<file path="config.mk">
export PLATFORM = sky130hd
export DESIGN_NAME = xf100_exu_wbck_arb
export DESIGN_NICKNAME = d
export VERILOG_FILES = /design/src/rtl/xf100_exu_wbck_arb_pkg.sv /design/src/rtl/xf100_rr_arb.sv /design/src/rtl/xf100_exu_wbck_arb.sv
export SDC_FILE = /design/constraint.sdc
export NUM_CORES = 1
export LEC_CHECK = 0
export ABC_AREA = 0
export CORE_MARGIN = 5
export CORE_UTILIZATION = 34
export CTS_CLUSTER_DIAMETER = 150
export DETAILED_ROUTE_END_ITERATION = 10
export GPL_TIMING_DRIVEN = 0
export PLACE_DENSITY_LB_ADDON = 0.12
export SYNTH_ARGS = -nofsm -noshare
export SYNTH_HDL_FRONTEND = slang
export SYNTH_SLANG_ARGS = --single-unit
</file>
<file path="constraint.sdc">
create_clock -name clk -period 4 [get_ports clk]
set_input_delay 1.2 -clock clk [delete_from_list [all_inputs] [get_ports clk]]
set_output_delay 1.2 -clock clk [all_outputs]
set_load 0.005 [all_outputs]
</file>
<file path="src/rtl/xf100_exu_wbck_arb_pkg.sv">
// Shared types and helpers for the EXU writeback arbiter. Also provides fallback
// defaults for the xf100_defines.v macros. XF100_WBCK_RR_EN selects round-robin arbitration.
`ifndef XF100_XLEN
`define XF100_XLEN 32
`endif
`ifndef XF100_RFIDX_WIDTH
`define XF100_RFIDX_WIDTH 5
`endif
`ifndef XF100_WBCK_NCH
`define XF100_WBCK_NCH 4
`endif

package xf100_exu_wbck_arb_pkg;

   typedef enum logic {
      ARB_FIXED = 1'b0,
      ARB_RR    = 1'b1
   } arb_mode_e;

`ifdef XF100_WBCK_RR_EN
   localparam arb_mode_e ARB_MODE = ARB_RR;
`else
   localparam arb_mode_e ARB_MODE = ARB_FIXED;
`endif

   localparam int NCH_MIN = 2;
   localparam int NCH_MAX = 8;

   // Width of a pointer that names one of n channels (never zero bits).
   function automatic int ptr_w(input int n);
      return (n <= 2) ? 1 : $clog2(n);
   endfunction

   // Channel after v, wrapping at n; v may exceed n-1 by up to n-1.
   function automatic int wrap_inc(input int v, input int n);
      return (v + 1) % n;
   endfunction

endpackage

</file>
<file path="src/rtl/xf100_rr_arb.sv">
// One-hot request arbiter: round-robin with a rotating pointer under
// XF100_WBCK_RR_EN, otherwise fixed priority with the lowest index winning.
module xf100_rr_arb
   import xf100_exu_wbck_arb_pkg::*;
#(
   parameter int N = 4
) (
   input  logic         clk,
   input  logic         rst,
   input  logic         i_en,
   input  logic [N-1:0] i_req,
   output logic [N-1:0] o_grant,
   output logic         o_any
);

`ifdef XF100_WBCK_RR_EN
   localparam int PW = ptr_w(N);

   logic [PW-1:0]  r_ptr;
   logic [PW-1:0]  w_ptr_nxt;
   logic [2*N-1:0] w_req_dbl;
   logic [2*N-1:0] w_gnt_dbl;
   logic [N-1:0]   w_req_rot;
   logic [N-1:0]   w_gnt_rot;

   // Rotate requests so that the pointer channel sits at bit 0, pick the
   // lowest rotated request, then rotate the grant back.
   assign w_req_dbl = {i_req, i_req} >> r_ptr;
   assign w_req_rot = w_req_dbl[N-1:0];

   // NOTE: every variable gets a default before the loop so no latch is inferred.
   always_comb begin
      w_gnt_rot = '0;
      w_ptr_nxt = r_ptr;
      if (i_en) begin
         for (int k = N - 1; k >= 0; k--) begin
            if (w_req_rot[k]) begin
               w_gnt_rot    = '0;
               w_gnt_rot[k] = 1'b1;
               w_ptr_nxt    = PW'(wrap_inc(int'(r_ptr) + k, N));
            end
         end
      end
   end

   assign w_gnt_dbl = {w_gnt_rot, w_gnt_rot} << r_ptr;
   assign o_grant   = w_gnt_dbl[2*N-1:N];
   assign o_any     = |w_gnt_rot;

   // NOTE: state updates use non-blocking assignments so all flops see pre-edge values.
   always_ff @(posedge clk) begin
      if (rst) begin
         r_ptr <= '0;
      end else if (|w_gnt_rot) begin
         r_ptr <= w_ptr_nxt;
      end
   end
`else
   logic [N-1:0] w_grant;
   logic         w_unused_clk_rst;

   // Fixed priority keeps no state.
   assign w_unused_clk_rst = clk ^ rst;

   always_comb begin
      w_grant = '0;
      if (i_en) begin
         for (int k = N - 1; k >= 0; k--) begin
            if (i_req[k]) begin
               w_grant    = '0;
               w_grant[k] = 1'b1;
            end
         end
      end
   end

   assign o_grant = w_grant;
   assign o_any   = |w_grant;
`endif

endmodule

</file>
<file path="src/rtl/xf100_exu_wbck_arb.sv">
// EXU writeback arbiter: merges NCH writeback channels into one registered regfile
// write port; x0 writes are acknowledged and dropped. XF100_WBCK_RR_EN selects round-robin.
module xf100_exu_wbck_arb
   import xf100_exu_wbck_arb_pkg::*;
#(
   parameter int NCH     = `XF100_WBCK_NCH,
   parameter int XLEN    = `XF100_XLEN,
   parameter int RFIDX_W = `XF100_RFIDX_WIDTH
) (
   input  logic                   clk,
   input  logic                   rst,
   input  logic [NCH-1:0]         wbck_i_valid,
   output logic [NCH-1:0]         wbck_i_ready,
   input  logic [NCH*XLEN-1:0]    wbck_i_data,
   input  logic [NCH*RFIDX_W-1:0] wbck_i_rdidx,
   output logic                   wbck_o_valid,
   input  logic                   wbck_o_ready,
   output logic [XLEN-1:0]        wbck_o_data,
   output logic [RFIDX_W-1:0]     wbck_o_rdidx
);

   logic               r_valid;
   logic [XLEN-1:0]    r_data;
   logic [RFIDX_W-1:0] r_rdidx;

   logic [NCH-1:0]     w_req;
   logic [NCH-1:0]     w_x0;
   logic [NCH-1:0]     w_grant;
   logic               w_any;
   logic               w_slot_free;
   logic               w_arb_en;
   logic [XLEN-1:0]    w_sel_data;
   logic [RFIDX_W-1:0] w_sel_rdidx;

   // Split valid requests into real writes and x0 discards; only writes arbitrate.
   always_comb begin
      w_req = '0;
      w_x0  = '0;
      for (int i = 0; i < NCH; i++) begin
         if (wbck_i_valid[i]) begin
            if (wbck_i_rdidx[i*RFIDX_W +: RFIDX_W] == '0) begin
               w_x0[i] = 1'b1;
            end else begin
               w_req[i] = 1'b1;
            end
         end
      end
   end

   assign w_slot_free = ~r_valid | wbck_o_ready;
   assign w_arb_en    = w_slot_free & ~rst;

   xf100_rr_arb #(
      .N (NCH)
   ) u_arb (
      .clk     (clk),
      .rst     (rst),
      .i_en    (w_arb_en),
      .i_req   (w_req),
      .o_grant (w_grant),
      .o_any   (w_any)
   );

   // One-hot AND-OR select of the granted channel.
   always_comb begin
      w_sel_data  = '0;
      w_sel_rdidx = '0;
      for (int i = 0; i < NCH; i++) begin
         if (w_grant[i]) begin
            w_sel_data  = w_sel_data  | wbck_i_data[i*XLEN +: XLEN];
            w_sel_rdidx = w_sel_rdidx | wbck_i_rdidx[i*RFIDX_W +: RFIDX_W];
         end
      end
   end

   assign wbck_i_ready = rst ? '0 : (w_grant | w_x0);

   // The slot reloads whenever it is free; an ungranted free slot goes empty.
   always_ff @(posedge clk) begin
      if (rst) begin
         r_valid <= 1'b0;
         r_data  <= '0;
         r_rdidx <= '0;
      end else if (w_slot_free) begin
         r_valid <= w_any;
         if (w_any) begin
            r_data  <= w_sel_data;
            r_rdidx <= w_sel_rdidx;
         end
      end
   end

   // Outputs read as zero for the whole reset window, including its first cycle.
   assign wbck_o_valid = r_valid & ~rst;
   assign wbck_o_data  = rst ? '0 : r_data;
   assign wbck_o_rdidx = rst ? '0 : r_rdidx;

endmodule

</file>
# [Word-level counts from Yosys, hierarchy flattened]
# Cells that the tools add are included.
[op_classes] mux=32 n_bitwise=12 n_reduce_logical=6
[ops] operator="$mux 32" n=5
[ops] operator="$or 32x32->32" n=3
[ops] operator="$mux 5" n=5
[ops] operator="$mux 4" n=6
[ops] operator="$logic_not 5->1" n=4
[ops] operator="$mux 1" n=16
[ops] operator="$or 5x5->5" n=3
[ops] operator="$or 4x4->4" n=1
[ops] operator="$reduce_or 4->1" n=1
[ops] operator="$and 1x1->1" n=2
[ops] operator="$not 1->1" n=2
[ops] operator="$reduce_and 2->1" n=1
[ops] operator="$or 1x1->1" n=1
[totals] regBits=38 in_bits=155 wordCells=53

# [Longest topological paths before layout]
[logic_depth] word_depth=15 mapped_depth=8 ltp_nobuf=5

# [Modules after synthesis]
# From an unflattened synthesis, not the netlist that was laid out.
[unflattened] hier_cells=292 hier_area_um2=2658.8
[modules_own_cells] module="xf100_exu_wbck_arb" n_inst=1 cells_per_inst=286 area_each_um2=2605.0 seq_area_each_um2=760.7
[modules_own_cells] module="xf100_rr_arb" n_inst=1 cells_per_inst=6 area_each_um2=53.8 seq_area_each_um2=0.0

# [Worst setup path after synthesis]
# OpenSTA, ideal clock, no wires.
[synth_timing] path_kind="in2out" startpoint="input port wbck_i_rdidx[4]" endpoint="output port wbck_i_ready[2]" arrival_time_ns=2.923 t_required_ns=2.800 slack_ns=-0.123 stages=8 path_buffers=3 path_cell_list="or4_4 -> o21a_1 -> buf_6 -> nor3_1 -> buf_2 -> buf_4 -> a21oi_1 -> nor3b_1"
[synth_via] elab_chain_len=7
[synth_lines] element="from (decl)" line_no="xf100_exu_wbck_arb.sv:15" text="input logic [NCH*RFIDX_W-1:0] wbck_i_rdidx,"
[synth_lines] element="$logic_not 5->1" line_no="xf100_exu_wbck_arb.sv:41" text="if (wbck_i_rdidx[i*RFIDX_W +: RFIDX_W] == '0) begin"
[synth_lines] element="$mux 1" line_no="xf100_exu_wbck_arb.sv:41"
[synth_lines] element="$mux 1" line_no="xf100_exu_wbck_arb.sv:40" text="if (wbck_i_valid[i]) begin"
[synth_lines] element="$mux 4" line_no="xf100_rr_arb.sv:69" text="if (i_req[k]) begin"
[synth_lines] element="$mux 4" line_no="xf100_rr_arb.sv:67" text="if (i_en) begin"
[synth_lines] element="$or 4x4->4" line_no="xf100_exu_wbck_arb.sv:76" text="assign wbck_i_ready = rst ? '0 : (w_grant | w_x0);"
[synth_lines] element="$mux 4" line_no="xf100_exu_wbck_arb.sv:76"
[synth_lines] element="to (decl)" line_no="xf100_exu_wbck_arb.sv:13" text="output logic [NCH-1:0] wbck_i_ready,"
# Every way passes these cells.

# [Worst setup path in the final report]
[layout_timing] startpoint="input port wbck_i_rdidx[1]" endpoint="output port wbck_i_ready[2]"
# The elaborated chain is that of the path after synthesis.

==> impl_metrics.yaml <==
route:
  viasPerCell: 5.61
  drtPass1Iterations: 4
  drt-total-wl_um: 14700
  drtAntennaViolNets: 0
  post_drt_wl_per_cell_um: 18.7
  vias: 4418
  drtIter0Drc: 247
  drc_errors: 0
run:
  cap_violations: 0
cells_and_area:
  final_util_pct: 61.1
  fin_nets: 830
  final_cells: 787
  layout-drive-gt1-share_pct: 11.4
  fillers: 855
  synthToLayoutAreaGrowth_pct: 77.9
  diodes: 0
clocking:
  numCtsBuffers: 5
  cts_root_buf: "clkbuf_8"
  insertion_delay_ps: 300
  path_clk_slew_ps: 80
  cts.sinks: 38
  cts_buffer_depth: 2
  cts.htree.levels: 2
  cts_tree: "done"
  holdBufCountCts: 0
critical_path:
  critPathRequiredTime_ps: 2800
  cp-end-kind: "primary output"
  r2r_end: "r_data[7]$_SDFFE_PP0P_"
  r2r-start: "r_valid$_SDFFE_PP0N_"
  crit_arrival_ps: 2790
  worstRegToRegCells: 18
  crit_start: "wbck_i_rdidx[1]"
  crit_path_max_fanout: 4
  r2r_slack_ps: 1320
  startpoint_type: "input port"
  worstSetupEndpoint: "wbck_i_ready[2]"
  crit_type: "in -> out"
pwr:
  leakage_nw: 2.08
  power_density_nw_per_um2: 230
  ir_drop_mv: 0.133
logic_synthesis:
  synth_area_leaders: "dfxtp_1, nor2_1, o21ai_0, a211oi_1, nor2b_1"
  yosys.area.top_type: "dfxtp_1"
  synth_seq_cells: 38
  synth_area_um2: 3110
  ys_warn_count: 0
  synth_edf_count: 0
  syn_nets: 610
  synth_top_area_share_pct: 24.4
  synth-main-ff-cell: "dfxtp_1"
  ys_seq_area_share_pct: 24.4
  synth_top_cells_by_count: "nor2_1, o21ai_0, clkbuf_1"
  ys_async_sr_fraction_pct: 0
  synth.distinct_cells: 30
  synth_area_per_cell_um2: 6.84
  syn_inst: 455
  yosysMostFrequentCell: "nor2_1"
min_path:
  hp-class: "reg -> reg"
  min_from: "r_rdidx[2]$_SDFFE_PP0P_"
timing:
  setup_viol: 0
  relSlewSlack_pct: 30.1
  rsz0062_at_grt: "yes"
  fmax_mhz: 251
  finalMaxSlewViolations: 0
  post-route-min-period_ps: 3990
  worstMarginPinSlew_ps: 1040
  hold_violations: 0
  clock-skew-final_ps: 4.92
  timing.final.crit_share_pct: 99.7
die:
  ios: 197
  start_util_pct: 34.4
  dieHeight_um: 106
  core_um2: 9060
  rows: 35
  die-area_um2: 11200
  die_x_um: 106
place:
  place.gp.congestion: 0.890
  place_hpwl_um: 11000
  dp.cells: 761
  io_buffers: 195
global_route:
  grt_overflow: 0
  grt_pass1_vias: 4552
  grt_pass1_wl_um: 22800
  grtUsageTotal_pct: 25.1
  grt_max_degree: 13
  antenna_found_initial: 0
run_status:
  status: "finished, final reports clean"
routing by layer:
| layer | routed length [µm] | global-route usage, % | up-vias |
|---|---|---|---|
| met1 | 6010 | 29.9 | 2093 |
| li1 | - | - | 2120 |
| met5 | 0 | 0 | - |
| met3 | 1040 | 5.57 | 22 |
| met2 | 7300 | 44.7 | 183 |
| met4 | 323 | 7.77 | 0 |
worst max-delay path: stages:
cell and delay [ps]:
buf_6 90, or4_4 530, o21a_1 210, buf_6 130
nor3_4 130, buf_6 140, a21oi_2 40, nor3b_2 180
buf_2 140
cells in the final DEF, fill, tap and decap left out, types with 2 or more instances in the layout:
master,n
clkdlybuf4s50_1,184
nor2_1,79
o21ai_0,54
nor2b_1,38
dfxtp_1,38
a31oi_1,37
clkbuf_1,36
nand4_1,34
and3_1,34
a211oi_1,32
o21ai_2,20
buf_4,20
clkbuf_8,8
buf_6,6
a21oi_1,5
a221oi_1,5
dlygate4sd2_1,5
inv_1,4
buf_2,4
nor3_1,3
clkbuf_2,3
nand3_1,3
nor3_4,2
or4_4,2
nand2_1,2
and2_1,2
clkinv_2,2
what timing repair did:
action / CTS / global route
setup endpoints to repair: 4 / 20
pin swaps: 8 / 0
gates resized for setup: 48 / 7
buffers inserted: 19 / 1
where the power goes:
| part | internal [mW] | switching (mW) | total [mW] | leakage, nW |
|---|---|---|---|---|
| clock | 0.184 | 0.161 | 0.345 | 0.0579 |
| sequential | 0.416 | 0.0293 | 0.446 | 0.318 |
| combinational | 0.277 | 0.209 | 0.486 | 1.70 |
| total | 0.877 | 0.399 | 1.28 | 2.08 |
state kept, by name, summed over array words and instances (netlist names):
name     cells
r_rdidx      5
r_data      32
r_valid      1
worst min path at each step:
stage	end	slack, ps	cells after the start
after floorplan	r_rdidx[2]$_SDFFE_PP0P_	490	2
after CTS	r_rdidx[2]$_SDFFE_PP0P_	530	2
after detailed placement	r_rdidx[2]$_SDFFE_PP0P_	510	2
after global routing	r_data[6]$_SDFFE_PP0P_	550	2
after global placement	r_data[6]$_SDFFE_PP0P_	510	2
final	r_rdidx[2]$_SDFFE_PP0P_	520	2
area by class of cell:
cell class / count / area (µm²) / area share (%)
clock buffers: 5 / 68.8 / 1.24
well taps: 111 / 139 / 2.51
plain buffers: 47 / 250 / 4.52
multi-input cells: 364 / 2190 / 39.6
inverters: 4 / 15.0 / 0.271
flip-flops and latches: 38 / 761 / 13.7
repair buffers: 215 / 2070 / 37.4
clock inverters: 3 / 40.0 / 0.723
stage by stage:
step	setup TNS (ps)	hold slack, ps	power, mW	area [µm²]	worst slack (ps)
final	0	521	1.28	5540	10.5
after global routing	-86.7	548	1.34	5540	-49.5
after CTS	0	526	1.27	5520	13.8
after detailed placement	-3500	515	0.916	5220	-1190
after global placement	-3440	509	0.908	5220	-1130
after floorplan	0	491	0.641	3130	18.2
cell families after synthesis:
| logic type | count (synthesis) | synth area share, % |
|---|---|---|
| AND/OR/NAND/NOR | 204 | 34.6 |
| AO/OA/AOI/OAI | 160 | 33.5 |
| buffers and inverters | 53 | 7.51 |
| flip-flops | 38 | 24.4 |
No activity file was read; power rests on OpenSTA's default activity.
